$ cat src/rtl/mem_arb_pkg.sv
// Shared types and constants for the I/D memory arbiter.
// Struct widths match the arbiter's default ADDR_W/DATA_W; the top casts at the boundary.
package mem_arb_pkg;

    localparam int WORD_OFS_W = 2;
    localparam int ARB_ADDR_W = 32;
    localparam int ARB_DATA_W = 32;

    typedef enum logic {
        GNT_I = 1'b0,
        GNT_D = 1'b1
    } gnt_sel_t;

    typedef struct packed {
        logic                  we;
        logic [ARB_ADDR_W-1:0] addr;
        logic [ARB_DATA_W-1:0] wdata;
    } mem_req_t;

    typedef struct packed {
        logic                  rvalid;
        logic                  err;
        logic [ARB_DATA_W-1:0] rdata;
    } mem_rsp_t;

endpackage

$ cat src/rtl/rr_arb2.sv
// Two-input round-robin arbiter; bit 0 is the I requester, bit 1 the D requester.
// Grants are combinational and held off entirely while reset is asserted.
module rr_arb2
    import mem_arb_pkg::*;
(
    input  logic       clk,
    input  logic       reset_n,
    input  logic [1:0] req_i,
    output logic [1:0] gnt_o
);

    gnt_sel_t   last_q;
    gnt_sel_t   last_d;
    logic [1:0] req_v;

    assign req_v = req_i & {2{reset_n}};

    always_comb begin
        gnt_o  = 2'b00;
        last_d = last_q;
        case (req_v)
            2'b01:   gnt_o = 2'b01;
            2'b10:   gnt_o = 2'b10;
            2'b11:   gnt_o = (last_q == GNT_D) ? 2'b01 : 2'b10;
            default: gnt_o = 2'b00;
        endcase
        if (gnt_o[0]) begin
            last_d = GNT_I;
        end else if (gnt_o[1]) begin
            last_d = GNT_D;
        end
    end

    always_ff @(posedge clk) begin
        if (!reset_n) begin
            last_q <= GNT_D;
        end else begin
            last_q <= last_d;
        end
    end

endmodule

$ cat src/rtl/mem_arbiter.sv
// Shares one single-port word RAM between instruction fetch (I) and load/store (D),
// returning registered read data one cycle after grant and flagging bad addresses.
module mem_arbiter
    import mem_arb_pkg::*;
#(
    parameter int ADDR_W    = 32,
    parameter int DATA_W    = 32,
    parameter int RAM_WORDS = 64
) (
    input  logic              clk,
    input  logic              reset_n,
    input  logic              i_req,
    input  logic [ADDR_W-1:0] i_addr,
    output logic              i_gnt,
    output logic              i_rvalid,
    output logic [DATA_W-1:0] i_rdata,
    output logic              i_err,
    input  logic              d_req,
    input  logic              d_we,
    input  logic [ADDR_W-1:0] d_addr,
    input  logic [DATA_W-1:0] d_wdata,
    output logic              d_gnt,
    output logic              d_rvalid,
    output logic [DATA_W-1:0] d_rdata,
    output logic              d_err,
    output logic [ADDR_W-1:0] mem_addr,
    output logic              mem_enab,
    output logic [DATA_W-1:0] mem_wdata,
    input  logic [DATA_W-1:0] mem_rdata
);

    localparam logic [ADDR_W-1:0] WORD_LIMIT = ADDR_W'(RAM_WORDS);

    logic [1:0]        gnt;
    mem_req_t          win;
    logic [ADDR_W-1:0] win_addr;
    logic              err_t;
    mem_rsp_t          i_rsp_q;
    mem_rsp_t          i_rsp_d;
    mem_rsp_t          d_rsp_q;
    mem_rsp_t          d_rsp_d;

    rr_arb2 u_arb (
        .clk    (clk),
        .reset_n(reset_n),
        .req_i  ({d_req, i_req}),
        .gnt_o  (gnt)
    );

    assign i_gnt = gnt[0];
    assign d_gnt = gnt[1];

    // Everything driven to the RAM is zero unless its owner holds the grant.
    always_comb begin
        win = '0;
        if (i_gnt) begin
            win.addr = ARB_ADDR_W'(i_addr);
        end else if (d_gnt) begin
            win.we    = d_we;
            win.addr  = ARB_ADDR_W'(d_addr);
            win.wdata = ARB_DATA_W'(d_wdata);
        end
    end

    assign win_addr  = ADDR_W'(win.addr);
    assign err_t     = (win_addr[WORD_OFS_W-1:0] != '0) |
                       ((win_addr >> WORD_OFS_W) >= WORD_LIMIT);
    assign mem_addr  = win_addr;
    assign mem_wdata = DATA_W'(win.wdata);
    assign mem_enab  = win.we & ~err_t;

    // rdata is loaded only on grant, so a write returns the pre-write word.
    always_comb begin
        i_rsp_d        = i_rsp_q;
        i_rsp_d.rvalid = i_gnt;
        i_rsp_d.err    = i_gnt & err_t;
        if (i_gnt) begin
            i_rsp_d.rdata = err_t ? '0 : ARB_DATA_W'(mem_rdata);
        end

        d_rsp_d        = d_rsp_q;
        d_rsp_d.rvalid = d_gnt;
        d_rsp_d.err    = d_gnt & err_t;
        if (d_gnt) begin
            d_rsp_d.rdata = err_t ? '0 : ARB_DATA_W'(mem_rdata);
        end
    end

    always_ff @(posedge clk) begin
        if (!reset_n) begin
            i_rsp_q <= '0;
            d_rsp_q <= '0;
        end else begin
            i_rsp_q <= i_rsp_d;
            d_rsp_q <= d_rsp_d;
        end
    end

    assign i_rvalid = i_rsp_q.rvalid;
    assign i_err    = i_rsp_q.err;
    assign i_rdata  = DATA_W'(i_rsp_q.rdata);
    assign d_rvalid = d_rsp_q.rvalid;
    assign d_err    = d_rsp_q.err;
    assign d_rdata  = DATA_W'(d_rsp_q.rdata);

endmodule

$ cat config.mk
export PLATFORM = sky130hd
export DESIGN_NAME = mem_arbiter
export DESIGN_NICKNAME = d
export VERILOG_FILES = /design/src/rtl/mem_arb_pkg.sv /design/src/rtl/rr_arb2.sv /design/src/rtl/mem_arbiter.sv
export SDC_FILE = /design/constraint.sdc
export NUM_CORES = 1
export LEC_CHECK = 0
export CORE_MARGIN = 2
export CORE_UTILIZATION = 34
export DETAILED_ROUTE_END_ITERATION = 16
export PLACE_DENSITY = 0.78
export SLEW_MARGIN = 10
export SYNTH_ARGS = -nofsm -noshare
export SYNTH_HDL_FRONTEND = slang
export SYNTH_SLANG_ARGS = --single-unit
export TNS_END_PERCENT = 10
$ cat constraint.sdc
create_clock -name clk -period 1.8 [get_ports clk]
set_input_delay 0.18 -clock clk [delete_from_list [all_inputs] [get_ports clk]]
set_output_delay 0.18 -clock clk [all_outputs]
set_load 0.01 [all_outputs]
==> results of run 1 <==
-- cells in the mapped netlist (2+ instances only) --
library cell / instances / area, um2
o21ai_1: 30 / 150
buf_6: 10 / 113
a22o_1: 6 / 52.6
and3_1: 62 / 388
o31ai_2: 30 / 375
nor4_2: 2 / 25.0
o32ai_2: 4 / 65.1
a21oi_1: 2 / 10.0
nand2_1: 48 / 180
nand4_1: 30 / 188
nand3_1: 98 / 490
buf_2: 4 / 20.0
o32ai_1: 19 / 166
buf_4: 5 / 37.5
clkbuf_1: 31 / 116
a32oi_1: 2 / 17.5
nor4_1: 2 / 12.5
dfxtp_1: 69 / 1380
nor4_4: 2 / 42.5
buf_12: 3 / 60.1
inv_1: 3 / 11.3
nor2_1: 4 / 15.0
o31ai_1: 4 / 30.0
clkbuf_8: 13 / 179
-- cell families (layout without fill, tap and decap cells) --
kind of cell,Yosys count,count (layout),share of synthesized area (%)
buf+inv,71,403,12.9
compound gates,102,102,21.8
simple gates,256,256,33.1
flops,69,69,32.1
-- power breakdown --
| part | internal (mW) | total (mW) | switching [mW] |
|---|---|---|---|
| combinational | 1.00 | 1.97 | 0.963 |
| sequential | 1.54 | 1.55 | 0.00841 |
| clock | 0.921 | 1.59 | 0.671 |
| total | 3.46 | 5.10 | 1.64 |
-- critical path, cell delays in order (launching register included) --
cell	delay, ns
dfxtp_4	0.37
nor2b_4	0.17
buf_12	0.13
buf_4	0.10
buf_6	0.09
buf_4	0.10
o32ai_4	0.07
nor4_2	0.26
and4b_2	0.31
and4_4	0.21
buf_6	0.10
-- per-stage QoR --
step	util, %	cell area [um2]	hold slack (ns)
after floorplan	-	4450	0.331
after global placement	59.1	7370	0.446
after detailed placement	59.1	7370	0.452
after CTS	68.2	8510	0.453
after global routing	71.9	8960	0.489
final	71.9	8960	0.468
-- per-layer routing --
metal,wire [um],up-vias
met5,0,-
met4,1090,0
met3,1700,87
met2,10800,340
met1,7810,2702
li1,-,2556
-- state kept, by name (all words and copies together) (netlist names) --
signal,count
d_err,1
d_rdata,32
d_rvalid,1
i_err,1
i_rdata,32
i_rvalid,1
u_arb.last_q,1
-- layout make-up --
| class | instances | area [um2] |
|---|---|---|
| clock inverters | 6 | 41.3 |
| clock buffers | 9 | 225 |
| repair buffers | 384 | 3950 |
| multi-input cells | 358 | 3120 |
| inverters | 4 | 21.3 |
| well taps | 172 | 215 |
| flip-flops and latches | 69 | 1390 |
| fillers | 893 | 3500 |
-- how the worst max path moves through the flow --
| stage | from | end | cells after the start |
|---|---|---|---|
| 5_1_grt | u_arb.last_q | mem_enab | 9 |
| 2_1_floorplan | u_arb.last_q | i_rdata[25] | 10 |
| 6_report | u_arb.last_q | mem_enab | 10 |
| 3_3_place_gp | d_req | mem_enab | 8 |
| 3_5_place_dp | d_req | mem_enab | 8 |
| 4_1_cts | u_arb.last_q | mem_enab | 9 |
-- layout by cell type (no fill, tap or decap), types with 3 or more instances in the layout --
cell,count
o21ai_1,3
o21ai_2,27
and3_1,60
nand4_1,30
a22o_1,6
clkdlybuf4s50_1,210
clkbuf_16,13
buf_2,25
buf_12,13
dfxtp_1,68
and3_4,3
nor4_2,3
buf_4,80
nand3_1,98
o31ai_4,25
clkinvlp_4,4
buf_16,9
o31ai_2,9
o32ai_2,6
nand2_1,48
nor2_1,3
dlygate4sd2_1,3
nor4_4,3
o32ai_4,18
buf_6,34
clkdlybuf4s15_2,3
-- what timing repair did --
| action | 4_1_cts | 5_1_grt |
|---|---|---|
| setup endpoints to repair | 133 | 128 |
| setup buffers | 29 | 17 |
| pin swaps | 81 | 23 |
| gates cloned | 11 | 5 |
| gates resized for setup | 278 | 67 |
==> out/metrics.cfg, run 1 <==
[cells_and_area]
antenna_cells = 0
nets = 959
area_growth_pct = 109
drive_above_1_share_pct = 35.4
finalNonFillerCells = 1002

[route]
firstDrtPassIters = 7
dr_total_vias = 5685
route.detailed.drc = 0
via_per_inst = 5.67
routed_wl_um = 21400
ant_nets = 0
routedWlPerCell_um = 21.4
first_iter_violations = 574

[setup_path]
rrSetupSlack_ns = -0.55
arrival_ns = 2.24
cp_max_fo = 5
critPathKind = register to primary output
r2r_start = u_arb.last_q
required_ns = 1.62
r2r_end = i_rdata[27]
worstSetupEndpointType = primary output
critPathLaunchType = register
rr_worst_depth = 12

[global_routing]
top_usage_layer = met2
grt_util_all_layers_pct = 28.8
gr-usage-met2_pct = 52.2
use_met1_pct = 32.1
grt_start_max_net_pins = 86
grt-ovfl-total = 0
antenna_found_initial = 0
grt_pass1_vias = 5609
grt_pass1_wl_um = 30100
use_met3_pct = 5.81

[timing]
fin_setup_tns_ns = -41.35
slew-limit-headroom_pct = 47.4
hold_violations = 0
fin_skew_ns = 0.00483
setup_ws_ns = -0.625
period_share_pct = 135
setup_viol = 105
fin_crit_ns = 2.42
fmax_mhz = 412
drv_slew = 0
worst_pin_slew_ns = 0.789
rsz0062_at_grt = true

[min_path]
min_from = d_rdata[29]
hold_path_depth = 2
hold_end = d_rdata[29]
hold_path_class = register to register

[synthesis]
yosys_warnings = 0
ys_seq_area_share_pct = 32.1
synth_cell_types = 39
netlist_instances = 498
synth_async_sr_flop_share_pct = 0
synth_nets = 631
syn_area_um2 = 4300
syn_avg_cell_area_um2 = 8.63
synth-seq-cells = 69
synth_edf_count = 0
synth_flop_cell = dfxtp_1

[floorplan]
initial_core_util_pct = 34.5
die_h_um = 116
pin_count = 268
core_area_um2 = 12500
die_x_um = 116
rows = 41
dieArea_um2 = 13600

[place]
io_buffers = 267
placedCellCount = 933
preCtsSetupSlack_ns = -1.03
dp_hpwl_um = 12600
place_congestion = 0.866

[flow_run]
drv_cap = 0

[status]
outcome = finished with violations
violations = setup timing

[clocking]
ctsHoldBuffers = 0
cts.sinks = 69
insertion_delay_ns = 0.32
cts.reportedPaths.clkPinSlew_ns = 0.06
cts_buffers = 9
cts_max_level = 3
clk_path_buf_depth = 2
cts_tree = yes
cts_root_buffer = clkbuf_16

[power]
ir_worst_vdd_v = 0.000468
powerDensity_nw_per_um2 = 569
power_mw = 5.10
leakage_nw = 3.52

No activity file was read; power rests on OpenSTA's default activity.
==> run 2, diff against run 1 <==
==> constraint.sdc (replaced) <==
create_clock -name clk -period 2 [get_ports clk]
set_input_delay 0.2 -clock clk [delete_from_list [all_inputs] [get_ports clk]]
set_output_delay 0.2 -clock clk [all_outputs]
set_load 0.01 [all_outputs]
==> run 2 against run 1 <==
Compared with the run above: the run still ends with setup timing left; sequential share of layout area up 2.8 points; clock power about the same; cell count down 6.1%; first-iteration DRC count down 22%; routed wire length down 21%; worst setup slack better by 0.26 ns; critical path type unchanged; critical endpoint unchanged; largest power group is now clock.
==> out/metrics.cfg, run 2 (synthesis results as in run 1) <==
[route]
dr_total_vias = 5083
via_per_inst = 5.40
wl_met1_um = 7180
route.detailed.drc = 0
ant_nets = 0
routedWlPerCell_um = 17.9
highest_layer = met4
wl_met3_um = 1300
wl_met2_um = 8130
firstDrtPassIters = 5
first_iter_violations = 448
routed_wl_um = 16900

[floorplan]
die_x_um = 116
dieArea_um2 = 13600
pin_count = 268
rows = 41
initial_core_util_pct = 34.5
die_h_um = 116
core_area_um2 = 12500

[timing]
setup_ws_ns = -0.361
slew-limit-headroom_pct = 63.7
fin_hold_ws_ns = 0.455
hold_violations = 0
period_share_pct = 118
fin_crit_ns = 2.36
fin_skew_ns = 0.00496
rsz0062_at_grt = true
worst_pin_slew_ns = 0.545
drv_slew = 0
fmax_mhz = 424
setup_viol = 85

[setup_path]
crit_buf_inv = 3
cp_cell_sequence = nor2b_4, buf_12, buf_12, o32ai_2, nor4_4, and3_4, and4_4, buf_6
required_ns = 1.80
arrival_ns = 2.16
crit_family = simple AND/OR/NAND/NOR gates
crit_top_cell = buf_12
slowest_delay_ns = 0.38
slowest_stage = dfxtp_4
critPathLaunchType = register
critPathKind = register to primary output
cp_max_fo = 11
worstSetupEndpointType = primary output

[power]
powerDensity_nw_per_um2 = 558
leakage_nw = 3.01
power_mw = 4.23
ir_worst_vdd_v = 0.000440

[clocking]
cts_root_buffer = clkbuf_16
cts.reportedPaths.clkPinSlew_ns = 0.05
cts_max_level = 3
cts.sinks = 69
cts_tree = yes
cts_buffers = 9
insertion_delay_ns = 0.32
clk_path_buf_depth = 2

[global_routing]
grt_start_max_net_pins = 65
grt-ovfl-total = 0
grt_pass1_vias = 5001
grt_pass1_wl_um = 26000
grt_util_all_layers_pct = 24.1
antenna_found_initial = 0

[cells_and_area]
finalNonFillerCells = 941
antenna_cells = 0
final_common_cell = clkdlybuf4s50_1
area_growth_pct = 76.4
nets = 897
final_cell_mix = 209 x clkdlybuf4s50_1, 98 x nand3_1, 68 x dfxtp_1, 61 x and3_1, 48 x nand2_1
fin_util_pct = 60.8
fillers = 1040
drive_above_1_share_pct = 22.6

[status]
outcome = finished with violations
violations = setup timing

[place]
io_buffers = 267
dp_hpwl_um = 12100
place_congestion = 0.912
placedCellCount = 914

[flow_run]
drv_cap = 0

[min_path]
hold_path_class = register to register

-- run 2: cell types whose count changed in the layout (fill, tap and decap cells not counted), sizes merged, moves of 2 or more --
| cell | before | now |
|---|---|---|
| clkdlybuf4s15 | 3 | 5 |
| clkbuf | 14 | 39 |
| dlygate4sd2 | 3 | 17 |
| buf | 161 | 60 |
-- run 2: cell type report --
type | count | area [um2] | share of cell area, %
Clock inverter | 5 | 58.8 | 0.776
Sequential cell | 69 | 1390 | 18.3
Tap cell | 172 | 215 | 2.84
Clock buffer | 11 | 253 | 3.33
Inverter | 4 | 18.8 | 0.248
Timing Repair Buffer | 321 | 3100 | 40.9
Multi-Input combinational cell | 359 | 2550 | 33.6
-- run 2: metrics by stage --
stage | setup WS [ns] | TNS [ns] | instance area (um2)
detailed placement | -0.835 | -67.73 | 7170
finish | -0.361 | -19.89 | 7580
global placement | -0.803 | -59.91 | 7170
floorplan | 0.000787 | 0 | 4400
global route | -0.436 | -26.66 | 7580
CTS | -0.344 | -22.20 | 7680
-- run 2: report_power, final --
group,internal [mW],switching (mW)
registers,1.38,0.00850
logic,0.597,0.630
clock network,1.03,0.580
-- run 2: path summary, 6_finish.rpt --
check / startpoint / end / slack, ns / cells after the start
worst max-delay path: u_arb.last_q / mem_enab / -0.36 / 8
worst min-delay path: d_rdata[2] / d_rdata[2] / 0.45 / 2
worst max register to register: u_arb.last_q / i_rdata[27] / -0.30 / 9
worst min register to register: d_rdata[2] / d_rdata[2] / 0.45 / 2
-- run 2: metal layers --
metal | up-vias | global-route usage [%]
met5 | - | 0
met2 | 244 | 40.7
met1 | 2405 | 30.6
li1 | 2411 | -
met4 | 0 | 6.98
met3 | 23 | 6.02
-- run 2: worst reg2reg max path, stage by stage, from the launching register on --
cell and delay (ns):
dfxtp_4 0.38, nor2b_4 0.18, buf_12 0.14, buf_12 0.15, o32ai_2 0.12, nor4_4 0.29
buf_4 0.40, nand2_4 0.10, buf_12 0.18, o31ai_2 0.26
-- run 2: timing repair --
item | CTS | global route
cloned | 3 | 0
hold endpoints to repair | 0 | 0
buffers inserted | 8 | 0
gates resized for setup | 99 | 55
pin swaps | 9 | 3
hold buffers | 0 | 0
setup endpoints to repair | 131 | 124
==> run 3, diff against run 2 <==
--- a/config.mk
+++ b/config.mk
@@ -5,10 +5,11 @@
 export SDC_FILE = /design/constraint.sdc
 export NUM_CORES = 1
 export LEC_CHECK = 0
-export CORE_MARGIN = 2
-export CORE_UTILIZATION = 34
+export CORE_AREA = 2 2 104 106
 export DETAILED_ROUTE_END_ITERATION = 16
-export PLACE_DENSITY = 0.78
+export DIE_AREA = 0 0 106 108
+export DONT_BUFFER_PORTS = 1
+export REMOVE_ABC_BUFFERS = 1
 export SLEW_MARGIN = 10
 export SYNTH_ARGS = -nofsm -noshare
 export SYNTH_HDL_FRONTEND = slang
==> constraint.sdc (replaced) <==
create_clock -name clk -period 2.4 [get_ports clk]
set_input_delay 0.24 -clock clk [delete_from_list [all_inputs] [get_ports clk]]
set_output_delay 0.24 -clock clk [all_outputs]
set_load 0.01 [all_outputs]
==> run 3 against run 2 <==
Compared with the run above: the flow still finishes with violations (setup timing); core utilization decreased by 12 points; register-to-register slack improved by 0.46 ns; worst hold slack got worse by 0.42 ns; final area decreased by 35%; critical path depth unchanged; first-iteration DRC count decreased by 20%; sequential cell count unchanged; critical path type unchanged.
==> out/metrics.cfg, run 3 (synthesis results as in run 1) <==
[place]
dp_hpwl_um = 9540
io_buffers = 0
place_congestion = 0.818
preCtsSetupSlack_ns = 0.00229

[route]
first_iter_violations = 359
via_per_inst = 6.29
routed_wl_um = 14600
dr_total_vias = 4108
route.detailed.drc = 0
firstDrtPassIters = 5
routedWlPerCell_um = 22.4
ant_nets = 0

[timing]
fin_skew_ns = 0.0136
period_share_pct = 103
rsz0062_at_grt = true
drv_slew = 0
fin_setup_tns_ns = -0.0767
worst_pin_slew_ns = 0.660
setup_ws_ns = -0.0767
fin_crit_ns = 2.48
setup_viol = 1
fmax_mhz = 404
slew-limit-headroom_pct = 55.9
fin_hold_ws_ns = 0.0391
hold_violations = 0

[status]
violations = setup timing
outcome = finished with violations

[floorplan]
die_x_um = 106
pin_count = 268
rows = 37
dieArea_um2 = 11400
die_h_um = 108
core_area_um2 = 10200
initial_core_util_pct = 42.0

[clocking]
insertion_delay_ns = 0.35
cts_max_level = 3
cts_tree = yes
clk_path_buf_depth = 2
cts_root_buffer = clkbuf_8
cts_buffers = 9
cts.reportedPaths.clkPinSlew_ns = 0.09
cts.sinks = 69

[setup_path]
rr_worst_depth = 9
required_ns = 2.16
rrSetupSlack_ns = 0.16
r2r_end = i_rdata[28]
worstSetupEndpointType = primary output
slowest_stage = dfxtp_4
arrival_ns = 2.24
slowest_delay_ns = 0.36
critPathLaunchType = register
crit_end = mem_enab
critPathKind = register to primary output
r2r_start = u_arb.last_q
cp_cell_sequence = nor2b_4, buf_12, buf_16, o32ai_1, nor4_2, buf_4, and4b_2, and4_4
cp_max_fo = 6
setup.worst_path.start = u_arb.last_q

[min_path]
hold_path_class = input port to register
min_from = mem_rdata[1]

[global_routing]
antenna_found_initial = 0
grt-ovfl-total = 0
grt_util_all_layers_pct = 23.7
grt_pass1_wl_um = 21300
grt_pass1_vias = 3758
grt_start_max_net_pins = 177

[cells_and_area]
fin_util_pct = 48.4
fillers = 995
antenna_cells = 0
area_growth_pct = 15.3
drive_above_1_share_pct = 29.2
nets = 645
final_common_cell = nand3_1
final_cell_mix = 98 x nand3_1, 68 x dfxtp_1, 62 x and3_1, 60 x buf_4, 48 x nand2_1

[flow_run]
drv_cap = 0

[power]
powerDensity_nw_per_um2 = 577
ir_worst_vdd_v = 0.000288
leakage_nw = 1.91

[run 3: cell types whose count changed in the layout (fill, tap and decap cells not counted), moves of 2 or more]
cell / change
clkdlybuf4s50_1: -209
clkbuf_2: -27
buf_4: +19
dlygate4sd2_1: -17
clkbuf_16: -9
clkbuf_8: +7
buf_12: -6
buf_2: -3
clkdlybuf4s15_1: -3
buf_6: -2
clkdlybuf4s15_2: -2
o32ai_2: +2
[run 3: repair_timing]
item	in CTS	in global routing
pin swaps	13	5
hold buffers	0	0
gates resized for setup	20	10
endpoints found under the setup margin	3	2
buffers inserted	18	4
gates cloned	4	0
[run 3: per-stage QoR]
| stage | cell area, um2 | instances | power [mW] |
|---|---|---|---|
| floorplan | 3760 | 431 | 1.53 |
| global placement | 4310 | 611 | 1.75 |
| detailed placement | 4310 | 611 | 1.76 |
| CTS | 4860 | 649 | 2.86 |
| global route | 4950 | 653 | 2.99 |
| finish | 4950 | 653 | 2.86 |
[run 3: metal layers]
metal | track usage (%) | up-vias | part of all wire, %
met5 | 0 | - | 0
met4 | 11.1 | 0 | 3.8
met3 | 8.86 | 41 | 9.6
met2 | 39.5 | 228 | 49
met1 | 27.0 | 1929 | 38
li1 | - | 1910 | -
[run 3: where the power goes]
part / internal, mW / leakage, nW / switching [mW]
Sequential: 1.15 / 0.557 / 0.00907
Clock: 0.514 / 0.0951 / 0.490
Combinational: 0.255 / 1.25 / 0.439
[run 3: cell type report]
cell class	count	area (um2)	share of cell area, %
clock buffer	10	138	2.78
clock inverter	6	70.1	1.41
inverter	4	15.0	0.303
multi-input combinational	359	2550	51.5
sequential	69	1390	28.0
tap	136	170	3.43
timing repair buffer	69	627	12.7
[run 3: worst max-delay path: cells and delay by family (launching register included)]
family,cells,cell delay (ns)
AND/OR/NAND/NOR,4,0.99
buffers and inverters,3,0.42
flip-flops,1,0.36
AO/OA/AOI/OAI,1,0.12
[run 3: how the worst min path moves through the flow]
stage / to / cells past startpoint
finish: d_rdata[1] / 2
global route: i_rdata[2] / 2
CTS: i_rdata[30] / 2
detailed placement: i_rdata[30] / 2
global placement: i_rdata[30] / 2
floorplan: d_rdata[1] / 2
